File: config.mk
export PLATFORM = sky130hd
export DESIGN_NAME = m_imem_loader
export DESIGN_NICKNAME = d
export VERILOG_FILES = /design/src/rtl/m_imem_loader_pkg.sv /design/src/rtl/m_word_assembler.sv /design/src/rtl/m_imem_loader.sv
export SDC_FILE = /design/constraint.sdc
export NUM_CORES = 1
export LEC_CHECK = 0
export CAP_MARGIN = 20
export CORE_UTILIZATION = 59
export DETAILED_ROUTE_END_ITERATION = 16
export GPL_TIMING_DRIVEN = 0
export PLACE_DENSITY_LB_ADDON = 0.05
export RECOVER_POWER = 25
export SYNTH_ARGS = -nofsm -noshare
export SYNTH_HDL_FRONTEND = slang
export SYNTH_SLANG_ARGS = --single-unit
File: constraint.sdc
create_clock -name w_clk -period 4.8 [get_ports w_clk]
set_input_delay 0.96 -clock w_clk [delete_from_list [all_inputs] [get_ports w_clk]]
set_output_delay 0.96 -clock w_clk [all_outputs]
set_load 0.01 [all_outputs]
File: src/rtl/m_imem_loader_pkg.sv
// Shared types for the instruction-memory loader: FSM state encoding,
// default memory depth and the instruction-memory write-port bundle.
package m_imem_loader_pkg;

  localparam int MAX_WORDS_DEF = 64;
  localparam int ADDR_W_DEF    = 6;

  typedef enum logic [2:0] {
    ST_LEN  = 3'd0,
    ST_DATA = 3'd1,
    ST_CHK  = 3'd2,
    ST_DONE = 3'd3,
    ST_ERR  = 3'd4
  } state_e;

  // Write-port fields, shared with the instruction memory's write port.
  typedef struct packed {
    logic                  we;
    logic [ADDR_W_DEF-1:0] addr;
    logic [31:0]           wdata;
  } imem_wr_t;

  // A zero length, or one that does not fit in memory, is rejected.
  function automatic logic len_ok(input logic [7:0] n, input int max_words);
    return (n != 8'd0) && (int'(n) <= max_words);
  endfunction

endpackage

File: src/rtl/m_word_assembler.sv
// Packs four little-endian bytes into one 32-bit word and emits a one-cycle
// word_valid pulse in the cycle after the fourth byte is taken.
module m_word_assembler
  import m_imem_loader_pkg::*;
(
  input  logic        w_clk,
  input  logic        w_rst,
  input  logic        clear_i,
  input  logic        byte_en_i,
  input  logic [7:0]  byte_i,
  output logic [1:0]  byte_cnt_o,
  output logic        word_valid_o,
  output logic [31:0] word_o
);

  logic [1:0]  cnt_q, cnt_d;
  logic [23:0] sr_q, sr_d;
  logic [31:0] word_q, word_d;
  logic        valid_q, valid_d;
  logic        last_byte;

  assign last_byte = byte_en_i && (cnt_q == 2'd3);

  always_comb begin
    cnt_d   = cnt_q;
    sr_d    = sr_q;
    word_d  = word_q;
    valid_d = 1'b0;
    if (clear_i) begin
      cnt_d = 2'd0;
      sr_d  = '0;
    end else if (byte_en_i) begin
      cnt_d = cnt_q + 2'd1;
      // Newest byte enters at the top, so byte 0 ends up in bits [7:0].
      sr_d  = {byte_i, sr_q[23:8]};
      if (last_byte) begin
        word_d  = {byte_i, sr_q};
        valid_d = 1'b1;
      end
    end
  end

  always_ff @(posedge w_clk or posedge w_rst) begin
    if (w_rst) begin
      cnt_q   <= 2'd0;
      sr_q    <= '0;
      word_q  <= '0;
      valid_q <= 1'b0;
    end else begin
      cnt_q   <= cnt_d;
      sr_q    <= sr_d;
      word_q  <= word_d;
      valid_q <= valid_d;
    end
  end

  assign byte_cnt_o   = cnt_q;
  assign word_valid_o = valid_q;
  assign word_o       = word_q;

endmodule

File: src/rtl/m_imem_loader.sv
// Byte-stream program loader: length header, LE instruction words, XOR
// checksum. Writes instruction memory and releases the CPU on a good load.
module m_imem_loader
  import m_imem_loader_pkg::*;
#(
  parameter int MAX_WORDS = MAX_WORDS_DEF,
  parameter int ADDR_W    = ADDR_W_DEF
) (
  input  logic              w_clk,
  input  logic              w_rst,
  input  logic              w_byte_valid,
  input  logic [7:0]        w_byte,
  output logic              w_byte_ready,
  output logic              w_mem_we,
  output logic [ADDR_W-1:0] w_mem_addr,
  output logic [31:0]       w_mem_wdata,
  output logic              w_cpu_hold,
  output logic              w_done,
  output logic              w_err,
  output state_e            w_dbg_state
);

  // Handshake: a byte moves on a rising edge where w_byte_valid and
  // w_byte_ready are both high; w_byte is ignored whenever valid is low.
  // The memory side has no backpressure: w_mem_we is a one-cycle strobe.

  state_e            state_q;
  logic              ready_q;
  logic              hold_q;
  logic              done_q;
  logic              err_q;
  logic [7:0]        len_q;
  logic [7:0]        idx_q;
  logic [7:0]        acc_q;
  logic [ADDR_W-1:0] addr_q;

  logic       accept;
  logic       asm_en;
  logic       asm_clear;
  logic [1:0] byte_cnt;

  assign accept    = w_byte_valid && ready_q;
  assign asm_en    = accept && (state_q == ST_DATA);
  assign asm_clear = (state_q == ST_LEN);

  m_word_assembler u_asm (
    .w_clk        (w_clk),
    .w_rst        (w_rst),
    .clear_i      (asm_clear),
    .byte_en_i    (asm_en),
    .byte_i       (w_byte),
    .byte_cnt_o   (byte_cnt),
    .word_valid_o (w_mem_we),
    .word_o       (w_mem_wdata)
  );

  always_ff @(posedge w_clk or posedge w_rst) begin
    if (w_rst) begin
      state_q <= ST_LEN;
      ready_q <= 1'b1;
      hold_q  <= 1'b1;
      done_q  <= 1'b0;
      err_q   <= 1'b0;
      len_q   <= 8'd0;
      idx_q   <= 8'd0;
      acc_q   <= 8'd0;
      addr_q  <= '0;
    end else if (accept) begin
      case (state_q)
        ST_LEN: begin
          if (len_ok(w_byte, MAX_WORDS)) begin
            len_q   <= w_byte;
            idx_q   <= 8'd0;
            acc_q   <= 8'd0;
            state_q <= ST_DATA;
          end else begin
            err_q   <= 1'b1;
            ready_q <= 1'b0;
            state_q <= ST_ERR;
          end
        end
        ST_DATA: begin
          acc_q <= acc_q ^ w_byte;
          // Address is latched with the last byte so it lines up with the strobe.
          if (byte_cnt == 2'd3) begin
            addr_q <= idx_q[ADDR_W-1:0];
            idx_q  <= idx_q + 8'd1;
            if (idx_q == len_q - 8'd1) begin
              state_q <= ST_CHK;
            end
          end
        end
        ST_CHK: begin
          ready_q <= 1'b0;
          if (w_byte == acc_q) begin
            done_q  <= 1'b1;
            hold_q  <= 1'b0;
            state_q <= ST_DONE;
          end else begin
            err_q   <= 1'b1;
            state_q <= ST_ERR;
          end
        end
        default: begin
        end
      endcase
    end
  end

  assign w_byte_ready = ready_q;
  assign w_mem_addr   = addr_q;
  assign w_cpu_hold   = hold_q;
  assign w_done       = done_q;
  assign w_err        = err_q;
  assign w_dbg_state  = state_q;

endmodule

# Word level (Yosys, flattened, before mapping)
# Cells that the tools add are included.
dict set report op_classes {
  n_shift 0
  order_cmp 1
  muxes 21
  bitwise 2
  div_mod_pow 0
  n_eq_ne 10
  multipliers 0
  n_addsub 3
  n_reduce_logical 19
}
# cell count
set op_table {}
lappend op_table {{two-way mux 24 bit} 2}
lappend op_table {{case mux 8 bit (2 select lines)} 2}
lappend op_table {{AND reduction 3 bit} 6}
lappend op_table {{equality test 8 bit} 2}
lappend op_table {{two-way mux 8 bit} 2}
lappend op_table {{two-way mux 3 bit} 4}
lappend op_table {{AND reduction 4 bit} 3}
lappend op_table {{case mux 3 bit (3 select lines)} 1}
lappend op_table {{adder 8 x 1 -> 8 bit, second input constant} 1}
lappend op_table {{less-or-equal comparator 8 x 7 -> 1 bit, second input constant} 1}
lappend op_table {{nonzero test 8 bit} 1}
lappend op_table {{subtractor 8 x 1 -> 8 bit, second input constant} 1}
lappend op_table {{XOR 8 bit} 1}
lappend op_table {{two-way mux 1 bit} 6}
lappend op_table {{inequality test 2 x 1 -> 1 bit, second input constant} 3}
lappend op_table {{nonzero test 2 bit} 3}
lappend op_table {{logical AND 1 bit} 4}
lappend op_table {{two-way mux 2 bit} 2}
lappend op_table {{inequality test 2 bit, second input constant} 2}
lappend op_table {{case mux 1 bit (2 select lines)} 2}
lappend op_table {{equality test 3 x 1 -> 1 bit, second input constant} 1}
lappend op_table {{equality test 3 x 2 -> 1 bit, second input constant} 1}
lappend op_table {{zero test 3 bit} 1}
lappend op_table {{nonzero test 3 bit} 1}
lappend op_table {{3 further kinds} 3}
dict set report word_totals {
  latchBits 0
  word_cells 69
  mem_bits_ro 0
  ram_bits 0
  input_bits 11
  out_inout_bits 46
  regBits 96
  mem_count 0
}

# Depth between registers and ports, before layout
dict set report depth {
  ltp_word 6
  mapped_depth 8
  depth_no_buf 8
}

# Cells and area by module
# From an unflattened synthesis, not the netlist that was laid out.
dict set report unflattened {
  hier_cells 374
  hier_area_um2 4559.4
}
# mod cells_each instances area_each_um2 seq_area_each_um2
set by_module_without_submodules {}
lappend by_module_without_submodules {m_word_assembler 156 1 2417.3 1476.4}
lappend by_module_without_submodules {m_imem_loader 218 1 2142.1 928.4}

# Least setup slack after synthesis
# OpenSTA, ideal clock, no wires.
dict set report synth_timing {
  path_type {input to register}
  from {input w_byte[0]}
  to {register idx_q[1]}
  t_arrival_ps 2428
  cell_stages 5
  path_slack_ps 2251
  n_path_buf 0
  required_ps 4679
  setup_time_ps 121
  path_cell_list {nor4_4 -> nand3_2 -> a2111oi_4 -> o22ai_1 -> a22o_1}
}
dict set report synth_via {
  elab_chain_len 4
  elab_cells_between_ends 5
  cone_classes {1 x order compare; 1 x eq/ne; 3 x reduce/logical}
}
# item line
set synth_rtl {}
lappend synth_rtl {{start: declaration} m_imem_loader.sv:12} ;# input logic [7:0] w_byte,
lappend synth_rtl {{less-or-equal comparator 8 x 7 -> 1 bit or nonzero test 8 bit (tied branches)} m_imem_loader_pkg.sv:25} ;# return (n != 8'd0) && (int'(n) <= max_words);
lappend synth_rtl {{logical AND 1 bit *} m_imem_loader_pkg.sv:25}
lappend synth_rtl {{inequality test 2 x 1 -> 1 bit (no line) *} --}
lappend synth_rtl {{AND reduction 4 bit (no line) *} --}
lappend synth_rtl {{end signal: assignment} m_imem_loader.sv:87} ;# idx_q <= idx_q + 8'd1;
lappend synth_rtl {{end: declaration} m_imem_loader.sv:33} ;# logic [7:0] idx_q;
# Every way passes the cells marked *; elsewhere a longest branch is shown, timed or not.
# A chain may end at the register's enable or synchronous reset.

# Final worst setup path
dict set report layout_timing {
  from {input w_byte[0]}
  to {register acc_q[3]}
}
dict set report layout_via {
  elab_chain_len 4
  elab_cells_between_ends 5
  cone_classes {1 x order compare; 1 x eq/ne; 3 x reduce/logical}
}
# item line
set layout_rtl {}
lappend layout_rtl {{less-or-equal comparator 8 x 7 -> 1 bit or nonzero test 8 bit (tied branches)} m_imem_loader_pkg.sv:25}
lappend layout_rtl {{logical AND 1 bit *} m_imem_loader_pkg.sv:25}
lappend layout_rtl {{inequality test 2 x 1 -> 1 bit (no line) *} --}
lappend layout_rtl {{AND reduction 3 bit (no line) *} --}
lappend layout_rtl {{end signal: assignment} m_imem_loader.sv:83} ;# acc_q <= acc_q ^ w_byte;
lappend layout_rtl {{end: declaration} m_imem_loader.sv:34} ;# logic [7:0] acc_q;
# Marks and branches as above.

==> key figures <==
Hold path
  • HP Class: flip-flop to flip-flop

Yosys
  • Distinct cells, synth: 48
  • Largest family of logic cells by synthesized area: simple AND/OR/NAND/NOR gates
  • Post-synthesis sequential area ratio: 57.63%
  • Simple-gate share of the synthesized area: 22.67%
  • Complex-gate fraction of the synthesized area: 5.907%
  • Post-synthesis xor/xnor area fraction: 5.037%
  • Async SR Flop Fraction: 100.0%
  • Syn Nets: 427
  • Proportion of synthesized area in mux cells: 5.577%
  • #FFs+latches synth: 96
  • Yosys warns: 0
  • Top_reg_cell synth: dfrtp_1
  • Number of synthesized flops with an enable pin: 0
  • Synth area leaders: dfrtp_1, nand2_1, nand3_1
  • Area leader, netlist: dfrtp_1
  • Mapped Cells: 413
  • Post-Synth Adder-Cell Area: 0.8996%
  • Post-synth top area share: 56.37%
  • Syn_area_per_cell: 10.10 µm²
  • Cell Area, Synth: 0.004173 mm²

Power
  • P_leak: 2.533 nW
  • Internal Pwr Total: 1.063 mW
  • Flop pwr share: 59.1%
  • Net switching power: 0.3037 mW
  • Clk network pwr share: 37.9%
  • Comb power frac: 2.9%
  • Max IR drop VDD: 0.0001585 V
  • Power Density: 269.8 mW/mm²
  • Switching part of the total: 22.22%

Place
  • Post-DP HPWL: 5909 µm
  • # port buffers: 55
  • RePlAce Congestion: 0.8538
  • Post-place setup slack: 1314 ps
  • DP Area: 0.004873 mm²

Final layout
  • Area grow syn2layout: 21.44%
  • Share of cells above drive strength 1: 11.13%
  • Highest-count cells in the layout ignoring fill and taps: nand2_1, dfrtp_1, clkdlybuf4s50_1, nand3_1
  • Final Instance Area: 0.005067 mm²
  • Final nets: 494
  • Commonest non-fill, non-tap cell in the layout: nand2_1
  • Diode count: 0

Timing
  • Slew headroom: -48.99%
  • Slew @ Worst Pin: 2223 ps
  • Setup TNS Final: 0 ps
  • Min Tclk post-route: 3158 ps
  • Hold_ws: 470.1 ps
  • Clock Skews: 11.36 ps
  • Pins Over Slew Limit: 51
  • Final setup fails: 0
  • RSZ-0062 raised after global routing: no
  • Hold Fails Final Rpt: 0
  • Final WS setup: 1642 ps
  • Period Utilization, post-route: 65.80%
  • Max Freq: 316.6 MHz

Setup path
  • Worst path buffer plus inverter count: 1
  • Required time of the worst setup path: 5020 ps
  • Startpoint types: primary input
  • Largest fanout on the critical path: 9
  • Slowest CP cell: a2111oi_4
  • Cell Chain, Critical Path: clkdlybuf4s50_1 -> nor4_4 -> nand3_2 -> a2111oi_4 -> nor2_4 -> o21ai_0 -> o21ai_0
  • Type of the worst setup path: primary input to flip-flop
  • CP top delay family: compound AO/OA/AOI/OAI gates
  • CP Data Arrival Time: 3380 ps
  • Max stage delay on crit path: 850 ps
  • Top cell by count, worst path: o21ai_0
  • Critical path endpoint category: flip-flop

Global route
  • Grt ovf: 0
  • Initial antenna violation count: 0
  • Vias in the first global route: 2855
  • First-pass GRT wire length: 13920 µm
  • Largest net degree at the start of global routing: 52
  • GRT Total Usage: 24.57%

Detailed routing
  • First-pass iteration count of the detailed router: 4
  • Routed wire length: 8178 µm
  • Drt via density: 5.317
  • DRC errors left: 0
  • Iteration-0 DRC Markers: 123
  • Via Count: 3089
  • Final ANT Viol Nets: 0
  • Avg WL per Cell: 14.08 µm

Floorplan
  • IO Pins: 57
  • Overall die height: 86.10 µm
  • Die X: 86.10 µm
  • Initial Util: 61.42%
  • Core area: 0.006794 mm²
  • Die area: 0.007412 mm²
  • Site Rows: 30

Clock tree
  • Clk slew on worst S/H paths: 80 ps
  • Worst-case clock buffer depth: 2
  • CTS Root Cell: clkbuf_8
  • H-tree depth: 3
  • Post-CTS resize count: 0
  • Total CTS buffers: 9
  • Clock latency on the worst-skew pair: 360 ps
  • CTS tree: built
  • CTS sink cnt: 96
  • # hold bufs at CTS: 0
  • Post-CTS Setup Inserts: 0

Outcome
  • Status: complete, but fails checks
  • Failing checks: max-capacitance violations, max-slew violations

Run
  • Maxcap violations: 1
cell families (layout without fill, tap and decap cells):
group / after synthesis / after routing
buf+inv: 22 / 94
xor+xnor: 24 / 24
flops: 96 / 96
simple gates: 213 / 213
mux: 19 / 19
compound gates: 36 / 36
fa+ha+maj: 3 / 3
per-stage QoR:
step / instances / total power, mW / util, %
5_1_grt: 581 / 1.411 / 74.59
6_report: 581 / 1.367 / 74.59
4_1_cts: 581 / 1.377 / 74.60
3_3_place_gp: 564 / 0.8616 / 71.29
3_5_place_dp: 565 / 0.8654 / 71.73
2_1_floorplan: 413 / 0.8422 / -
cell usage after synthesis (3+ instances only):
cell type    n
buf_2        4
clkbuf_1     9
dfrtp_1     94
ha_1         3
inv_1        5
mux2_2      14
mux2_4       5
nand2_1    133
nand3_1     34
nor2_1      20
nor3_1       4
nor3b_1      3
o21ai_0     20
xnor2_1     11
xor2_1      13
layer usage:
| layer | part of all wire, % | global-route usage, % | routed length [µm] |
|---|---|---|---|
| met1 | 50 | 37.65 | 4082 |
| met2 | 44 | 35.57 | 3587 |
| met3 | 4.8 | 4.812 | 392 |
| met4 | 1.4 | 7.576 | 116 |
| met5 | 0 | 0 | 0 |
path summary, 6_finish.rpt:
check / start / end / slack [ps] / cells after the start
worst min register to register: w_err$_DFFE_PP0P_ / w_err$_DFFE_PP0P_ / 470 / 1
min in group asynchronous: w_rst / w_mem_addr[1]$_DFFE_PP0P_ / 1660 / 2
max in group asynchronous: w_rst / w_byte_ready$_DFFE_PP1P_ / 2120 / 3
worst max-delay path: w_byte[0] / acc_q[3]$_DFFE_PP0P_ / 1640 / 7
worst max register to register: w_dbg_state[1]$_DFFE_PP0P_ / w_mem_addr[1]$_DFFE_PP0P_ / 2380 / 6
worst min-delay path: w_err$_DFFE_PP0P_ / w_err$_DFFE_PP0P_ / 470 / 1
flip-flops by register name, summed over array words and instances, names as in the netlist:
signal,cells
u_asm.word_o,32
len_q,8
acc_q,8
u_asm.byte_cnt_o,2
w_err,1
w_done,1
w_byte_ready,1
u_asm.word_valid_o,1
idx_q,8
w_dbg_state,3
w_cpu_hold,1
w_mem_addr,6
u_asm.sr_q,24
power by group through the flow:
stage	combinational (mW)	clock, mW	sequential [mW]
CTS	0.0418	0.528	0.808
global route	0.0455	0.557	0.808
global placement	0.0374	0	0.824
detailed placement	0.0413	0	0.824
finish	0.0403	0.519	0.808
floorplan	0.0180	0	0.824
cell type report:
type,instances,area (µm²)
flip-flops and latches,96,2405
plain buffers,16,72.57
multi-input cells,295,1673
clock inverters,6,67.56
clock buffers,10,127.6
inverters,6,23.77
well taps,96,120.1
fillers,505,1727
repair buffers,56,578.1
No activity file was read; power rests on OpenSTA's default activity.
